[config.mk]
export PLATFORM = sky130hd
export DESIGN_NAME = gpio_in_capture
export DESIGN_NICKNAME = d
export VERILOG_FILES = /design/src/rtl/gpio_in_capture.sv
export SDC_FILE = /design/constraint.sdc
export NUM_CORES = 1
export LEC_CHECK = 0
export CAP_MARGIN = 20
export CORE_AREA = 4 4 141 143
export DETAILED_ROUTE_END_ITERATION = 12
export DIE_AREA = 0 0 145 147
export MAX_ROUTING_LAYER = met4
export PLACE_DENSITY = 0.85
export SETUP_SLACK_MARGIN = 0.05
export SLEW_MARGIN = 20
export SYNTH_ARGS = -nofsm -noshare
export SYNTH_HDL_FRONTEND = slang
export SYNTH_SLANG_ARGS = --single-unit
[constraint.sdc]
create_clock -name clk -period 6.8 [get_ports clk]
set_input_delay 2.04 -clock clk [delete_from_list [all_inputs] [get_ports clk]]
set_output_delay 2.04 -clock clk [all_outputs]
set_load 0.02 [all_outputs]
[src/rtl/gpio_in_capture.sv]
// GPIO input capture: synchronizes pins, queues masked-change snapshots in a FIFO drained via the register port.
// Define GPIO_CAP_SYNC2_EN for a two-flop synchronizer; otherwise a single flop is used.
module gpio_in_capture #(
    parameter int unsigned WIDTH = 32,
    parameter int unsigned DEPTH = 4
) (
    input  logic             clk,
    input  logic             reset,
    input  logic [WIDTH-1:0] gpio,
    input  logic             sel,
    input  logic             wen,
    input  logic             ren,
    input  logic [1:0]       addr,
    input  logic [WIDTH-1:0] datain,
    output logic [WIDTH-1:0] dataout,
    output logic             rvalid,
    output logic             irq
);

    localparam int unsigned AW = $clog2(DEPTH);
    localparam int unsigned CW = AW + 1;
`ifdef GPIO_CAP_SYNC2_EN
    localparam int unsigned SYNC_STAGES = 2;
`else
    localparam int unsigned SYNC_STAGES = 1;
`endif
    localparam logic [1:0] PRIME_CYCLES = 2'(SYNC_STAGES + 1);

    logic [WIDTH-1:0] pins;
    logic [WIDTH-1:0] prev;
    logic [WIDTH-1:0] mask;
    logic [WIDTH-1:0] chg;
    logic [1:0]       prime_cnt;
    logic             primed;

    logic [WIDTH-1:0] mem [DEPTH];
    logic [AW-1:0]    wr_ptr;
    logic [AW-1:0]    rd_ptr;
    logic [CW-1:0]    count;
    logic             overflow;
    logic             empty;
    logic             full;

    logic             rd_en;
    logic             wr_en;
    logic             pop;
    logic             push_req;
    logic             push;
    logic             ovf_set;
    logic             ovf_clr;
    logic [WIDTH-1:0] status;
    logic [WIDTH-1:0] rd_data;

`ifdef GPIO_CAP_SYNC2_EN
    logic [WIDTH-1:0] sync1;

    always_ff @(posedge clk or posedge reset) begin
        if (reset) begin
            sync1 <= '0;
            pins  <= '0;
        end else begin
            sync1 <= gpio;
            pins  <= sync1;
        end
    end
`else
    always_ff @(posedge clk or posedge reset) begin
        if (reset) pins <= '0;
        else       pins <= gpio;
    end
`endif

    // Priming holds off pushes until prev has caught up with the first real sample.
    always_ff @(posedge clk or posedge reset) begin
        if (reset) begin
            prev      <= '0;
            prime_cnt <= '0;
        end else begin
            prev <= pins;
            if (!primed) prime_cnt <= prime_cnt + 2'd1;
        end
    end

    assign primed   = (prime_cnt == PRIME_CYCLES);
    assign chg      = (pins ^ prev) & mask;
    assign empty    = (count == '0);
    assign full     = (count == CW'(DEPTH));
    assign irq      = !empty;

    assign rd_en    = sel & ren & ~wen;
    assign wr_en    = sel & wen;
    assign pop      = rd_en && (addr == 2'd0) && !empty;
    assign push_req = (|chg) && primed;
    assign push     = push_req && (!full || pop);
    assign ovf_set  = push_req && full && !pop;
    assign ovf_clr  = wr_en && (addr == 2'd1) && datain[2];

    always_ff @(posedge clk) begin
        if (push) mem[wr_ptr] <= pins;
    end

    always_ff @(posedge clk or posedge reset) begin
        if (reset) begin
            wr_ptr   <= '0;
            rd_ptr   <= '0;
            count    <= '0;
            overflow <= 1'b0;
            mask     <= '1;
        end else begin
            if (push) wr_ptr <= wr_ptr + AW'(1);
            if (pop)  rd_ptr <= rd_ptr + AW'(1);
            case ({push, pop})
                2'b10:   count <= count + CW'(1);
                2'b01:   count <= count - CW'(1);
                default: count <= count;
            endcase
            // Set has priority over a same-cycle clear.
            if (ovf_set)      overflow <= 1'b1;
            else if (ovf_clr) overflow <= 1'b0;
            if (wr_en && addr == 2'd3) mask <= datain;
        end
    end

    always_comb begin
        status         = '0;
        status[0]      = empty;
        status[1]      = full;
        status[2]      = overflow;
        status[8 +: CW] = count;
    end

    always_comb begin
        rd_data = '0;
        case (addr)
            2'd0:    rd_data = empty ? '0 : mem[rd_ptr];
            2'd1:    rd_data = status;
            2'd2:    rd_data = pins;
            default: rd_data = mask;
        endcase
    end

    always_ff @(posedge clk or posedge reset) begin
        if (reset) begin
            dataout <= '0;
            rvalid  <= 1'b0;
        end else begin
            rvalid <= rd_en;
            if (rd_en) dataout <= rd_data;
        end
    end

endmodule
== Word level (Yosys, flattened, before mapping) ==
Memories as Yosys holds them, arrays and structs flattened.
Index checks and enable logic that the tools add are counted.

* Memories: 1
* Output and inout bits: 34
* RAM bits: 128
* Bits of input ports: 71
* Register bits: 139
* Logic and storage cells: 54

* Bitwise gates (word level): 6
* Add/subtract/negate cells: 5
* Reductions and logical operators: 18
* Equal/unequal tests: 7
* Muxes and demuxes: 7

{| class="wikitable"
|+ Memory list
! name !! words !! width !! rd ports !! clocked after Yosys merged registers in !! wr ports !! RTL line !! RTL
|-
| mem || 4 || 32 || 1 || 0 || 1 || 36 || <nowiki>logic [WIDTH-1:0] mem [DEPTH];</nowiki>
|}

{| class="wikitable"
|+ Operator list
! kind !! number
|-
| $pmux W32 S3 || 1
|-
| $and A32 B32 Y32 || 1
|-
| $mux W32 || 1
|-
| $reduce_or A32 Y1 || 1
|-
| $xor A32 B32 Y32 || 1
|-
| $logic_and A1 B1 Y1 || 9
|-
| $eq A2 B2 Y1 const B || 4
|-
| $add A2 B1 Y2 const B || 3
|-
| $pmux W3 S2 || 1
|-
| $eq A2 B1 Y1 const B || 2
|-
| $mux W1 || 4
|-
| $reduce_bool A2 Y1 || 2
|-
| $add A3 B1 Y3 const B || 1
|-
| $and A1 B1 Y1 || 3
|-
| $eq A3 B3 Y1 const B || 1
|-
| $logic_not A1 Y1 || 3
|-
| $logic_not A3 Y1 || 1
|-
| $sub A3 B1 Y3 const B || 1
|-
| $logic_not A2 Y1 || 1
|-
| $logic_or A1 B1 Y1 || 1
|-
| $not A1 Y1 || 1
|}

== Depth between registers and ports, before layout ==
* Word-level depth: 8
* Gate-level depth with buffers: 12
* Mapped depth without buffers: 12

== Worst setup path after synthesis ==
No wires, ideal clock.

* Path kind: input -> register
* From: in addr[1]
* To: reg count[2]
* Stages on the path: 9
* Path buffers: 1
* Path slack: 2.949 ns
* Data required time: 6.721 ns
* Data arrival time: 3.772 ns
* Setup time: 0.079 ns
* Cells stage by stage: clkbuf_1 -> nor3_2 -> and2_1 -> ha_1 -> inv_1 -> fa_1 -> xor2_1 -> nor2_1 -> xor2_1

* Longest elaborated chain between the ends: 7
* Elaborated cells between the ends (all ways): 9

{| class="wikitable"
|+ Ends and longest elaborated chain
! element !! RTL line !! RTL
|-
| from (decl) || 13 || <nowiki>input logic [1:0] addr,</nowiki>
|-
| $logic_not A2 Y1 * || 92 || <nowiki>assign pop = rd_en && (addr == 2'd0) && !empty;</nowiki>
|-
| $logic_and A1 B1 Y1 * (2 in a row) || 92 ||
|-
| via pop || 46 || <nowiki>logic pop;</nowiki>
|-
| $logic_or A1 B1 Y1 || 94 || <nowiki>assign push = push_req && (!full || pop);</nowiki>
|-
| $logic_and A1 B1 Y1 || 94 ||
|-
| $eq A2 B1 Y1 / $eq A2 B2 Y1 (equally long branches) || 112 || <nowiki>case ({push, pop})</nowiki>
|-
| $pmux W3 S2 / $reduce_bool A2 Y1 (equally long branches) || n/a ||
|-
| to (signal assigned) || 113 || <nowiki>2'b10: count <= count + CW'(1);</nowiki>
|-
| to (signal assigned) || 114 || <nowiki>2'b01: count <= count - CW'(1);</nowiki>
|-
| to (signal assigned) || 115 || <nowiki>default: count <= count;</nowiki>
|-
| to (decl) || 39 || <nowiki>logic [CW-1:0] count;</nowiki>
|}

Mark *: on every way through the listed nets, which the timed path passes. The rest lies on a longest branch.
A chain may end at the register's enable or synchronous reset.

== Final worst setup path ==
* From: in sel
* To: mem mem[2][28] (enable)

* Longest elaborated chain between the ends: 8

{| class="wikitable"
|+ Ends and longest elaborated chain
! element !! RTL line !! RTL
|-
| from (decl) || 10 || <nowiki>input logic sel,</nowiki>
|-
| $and A1 B1 Y1 (2 in a row) || 90 || <nowiki>assign rd_en = sel & ren & ~wen;</nowiki>
|-
| $logic_and A1 B1 Y1 (2 in a row) || 92 ||
|-
| $logic_or A1 B1 Y1 || 94 ||
|-
| $logic_and A1 B1 Y1 || 94 ||
|-
| $mux W1 || 99 || <nowiki>if (push) mem[wr_ptr] <= pins;</nowiki>
|-
| $mux W1 (not written as such) || 99 ||
|-
| to (decl) || 36 ||
|}

Every way passes these cells.

==> run_results.csv <==
group,metric,value,unit
finish,syn_to_final_growth,20.3,%
synthesis,synth_top_flop_cell,"edfxtp_1",
synthesis,synth_edf_count,128,
setup_path,cp.buffers_inverters,1,
timing,setup_ws,2.12,ns
finish,layout_common_cells,"edfxtp_1, dfrtp_1, clkdlybuf4s50_1, mux2_2, nor2_1",
floorplan,io_pins,105,
place,routabilityCongestion,0.813,
setup_path,critPathArrivalTime,4.81,ns
setup_path,required,6.94,ns
clock_tree,cts_made_buffers,27,
synthesis,postSynthNetCount,674,
floorplan,die_h,147,um
setup_path,slowest_delay,0.84,ns
detailed_routing,vias,5818,
detailed_routing,drtPass1Iterations,5,
run_status,status,"finished, final reports clean",
synthesis,yosys_warnings,0,
finish,diodes,0,
floorplan,die_x,145,um
finish,design_area,0.0124,sq mm
grt,grt_overflow,0,
clock_tree,hold_buffers,0,
detailed_routing,route.detailed.drc,0,
detailed_routing,ant_nets,0,
finish,drive_gt1_share,25.2,%
pwr,p_per_area,398,mW/mm^2
timing,rsz0062_at_grt,"false",
setup_path,rr_startpoint,"pins[0]",
place,dpl_cell_area,0.0115,sq mm
worst_hold_path,hp-class,"reg -> reg",
finish,nFillCells,1160,
timing,timing.slew.headroom,30.8,%
detailed_routing,viasPerCell,6.07,
setup_path,worstPathCellList,"clkdlybuf4s50_1 -> nand2_1 -> or2_2 -> nor3_1 -> o21ai_0 -> nor2_2 -> and2_2",
timing,fmax,214,MHz
timing,finalSetupViolCount,0,
clock_tree,ctsResizeCount,0,
synthesis,synth-seq-area-share,71.4,%
setup_path,critical_path.slowest_cell,"and2_2",
timing,hold_viol_final,0,
synthesis,ys_async_sr_fraction,52.1,%
pwr,ir_worst_vdd,232,uV
flow_run,cap_violations,0,
finish,final_common_cell,"edfxtp_1",
place,numPortBuffers,104,
setup_path,path_class,"in -> reg",
detailed_routing,avgRoutedWirePerCell,24.3,um
clock_tree,cts_sinks,267,
synthesis,netlist_instances,596,
grt,grt_pass1_vias,6373,
floorplan,die-area,0.0213,sq mm
grt,grt_pass1_wl,36.9,mm
setup_path,path_delay_family,"simple AND/OR/NAND/NOR gates",
grt,grt_max_degree,91,
floorplan,rows,50,
worst_hold_path,min_from,"prime_cnt[0]",
clock_tree,h-tree-depth,1,
synthesis,yosysUniqueCellTypes,35,
timing,period_needed,4.68,ns
setup_path,startpoint,"sel",
place,hpwl,14.2,mm
setup_path,start_kind,"input pin",
synthesis,ys_ff_latch,267,
clock_tree,path_clk_slew,0.06,ns
setup_path,cp-end-kind,"flip-flop",
pwr,p_leak,4.69,nW
grt,track_usage,22.8,%
clock_tree,clkLatencyLatePin,0.53,ns
timing,setup_tns,0,ns
clock_tree,clock_path_buffers,3,
clock_tree,cts_setup_buffers,0,
clock_tree,root_buffer,"clkbuf_16",
finish,fin_nets,783,
timing,timing.final.crit_share,68.8,%
setup_path,crit_fanout,38,
synthesis,syn_area_per_cell,17.3,sq um
timing,slew_viol_final,0,
floorplan,core_area,0.0186,sq mm
timing,tightest_slew,1.04,ns
floorplan,start_util,55.5,%
place,place_ws,1.63,ns
synthesis,synth_area,0.0103,sq mm
timing,finClkSkew,0.0159,ns
grt,antenna_found_initial,0,
clock_tree,cts_tree,"yes",
detailed_routing,drt-total-wl,23.4,mm
detailed_routing,drt_iter0_drc,594,
-- flip-flops by register name, indices dropped and copies added, names as in the netlist --
name       count
rd_ptr         2
overflow       1
prime_cnt      2
pins          32
prev          32
rvalid         1
count          3
wr_ptr         2
mem          128
mask          32
dataout       32
-- per-stage QoR --
stage,hold slack (ns),std cells,util (%),total power [mW]
2_1_floorplan,0.437,596,-,3.12
3_3_place_gp,0.451,910,62.1,3.46
3_5_place_dp,0.466,910,62.1,3.54
4_1_cts,0.479,959,66.7,4.96
5_1_grt,0.520,959,66.7,5.15
6_report,0.469,959,66.7,4.94
-- cells by family (layout without fill, tap and decap cells) --
logic type	count (synthesis)	in the layout	synth area share (%)
AO/OA/AOI/OAI	64	64	4.94
XOR/XNOR	39	39	3.31
adder cells (fa/ha/maj)	7	7	0.922
buffers and inverters	41	170	1.82
flip-flops	267	267	71.4
multiplexers	96	96	14.0
AND/OR/NAND/NOR	82	82	3.63
-- path summary, 6_finish.rpt --
check	end	slack, ns	cells after the start
setup reg to reg	count[2]	3.83	12
setup / recovery	mem[2][28]	2.12	7
min in group asynchronous	dataout[4]	2.04	2
max in group asynchronous	dataout[2]	3.54	3
hold / removal	prime_cnt[0]	0.47	1
hold reg to reg	prime_cnt[0]	0.47	1
-- synthesized netlist by cell type, drive strengths merged (6+ instances only) --
master  count  area share (%)
inv        11            0.40
xor2       35             3.0
dfrtp     107              26
a221oi     32             2.7
mux2       59             6.5
nor2       55             2.0
buf        15            0.87
clkbuf     15            0.55
nand2       9            0.33
dfstp      32             8.2
a22oi      16             1.2
mux4       32             7.0
ha          6            0.73
edfxtp    128              37
-- worst reg2reg max path, cell delays in order (launching register included) --
cell and delay (ns):
dfrtp_1 0.48, xor2_1 0.21, a22oi_1 0.33, nand4_1 0.21, nor4_4 0.38, nor2_2 0.15
inv_1 0.08, ha_1 0.17, inv_1 0.06, fa_1 0.37, xor2_1 0.15, nor2_1 0.12
xor2_1 0.18
-- cell type report --
type	count	area, sq um	area share, %
sequential	267	7370	59.4
multi-input combinational	288	2770	22.3
timing repair buffer	110	1080	8.68
clock buffer	36	753	6.08
tap	234	293	2.36
clock inverter	13	97.6	0.787
inverter	11	46.3	0.373
-- where the power goes --
part | leakage, nW | internal [mW] | switching [mW]
clock network | 0.425 | 0.815 | 0.593
logic | 1.49 | 0.512 | 0.555
registers | 2.77 | 2.20 | 0.258
total | 4.69 | 3.53 | 1.41
-- per-layer routing --
metal | wire, um | GRT usage, % | share of wire (%)
met1 | 9140 | 29.5 | 39
met2 | 11900 | 38.1 | 51
met3 | 1740 | 3.86 | 7.5
met4 | 542 | 6.08 | 2.3
met5 | 0 | - | 0
No activity file was read; power rests on OpenSTA's default activity.
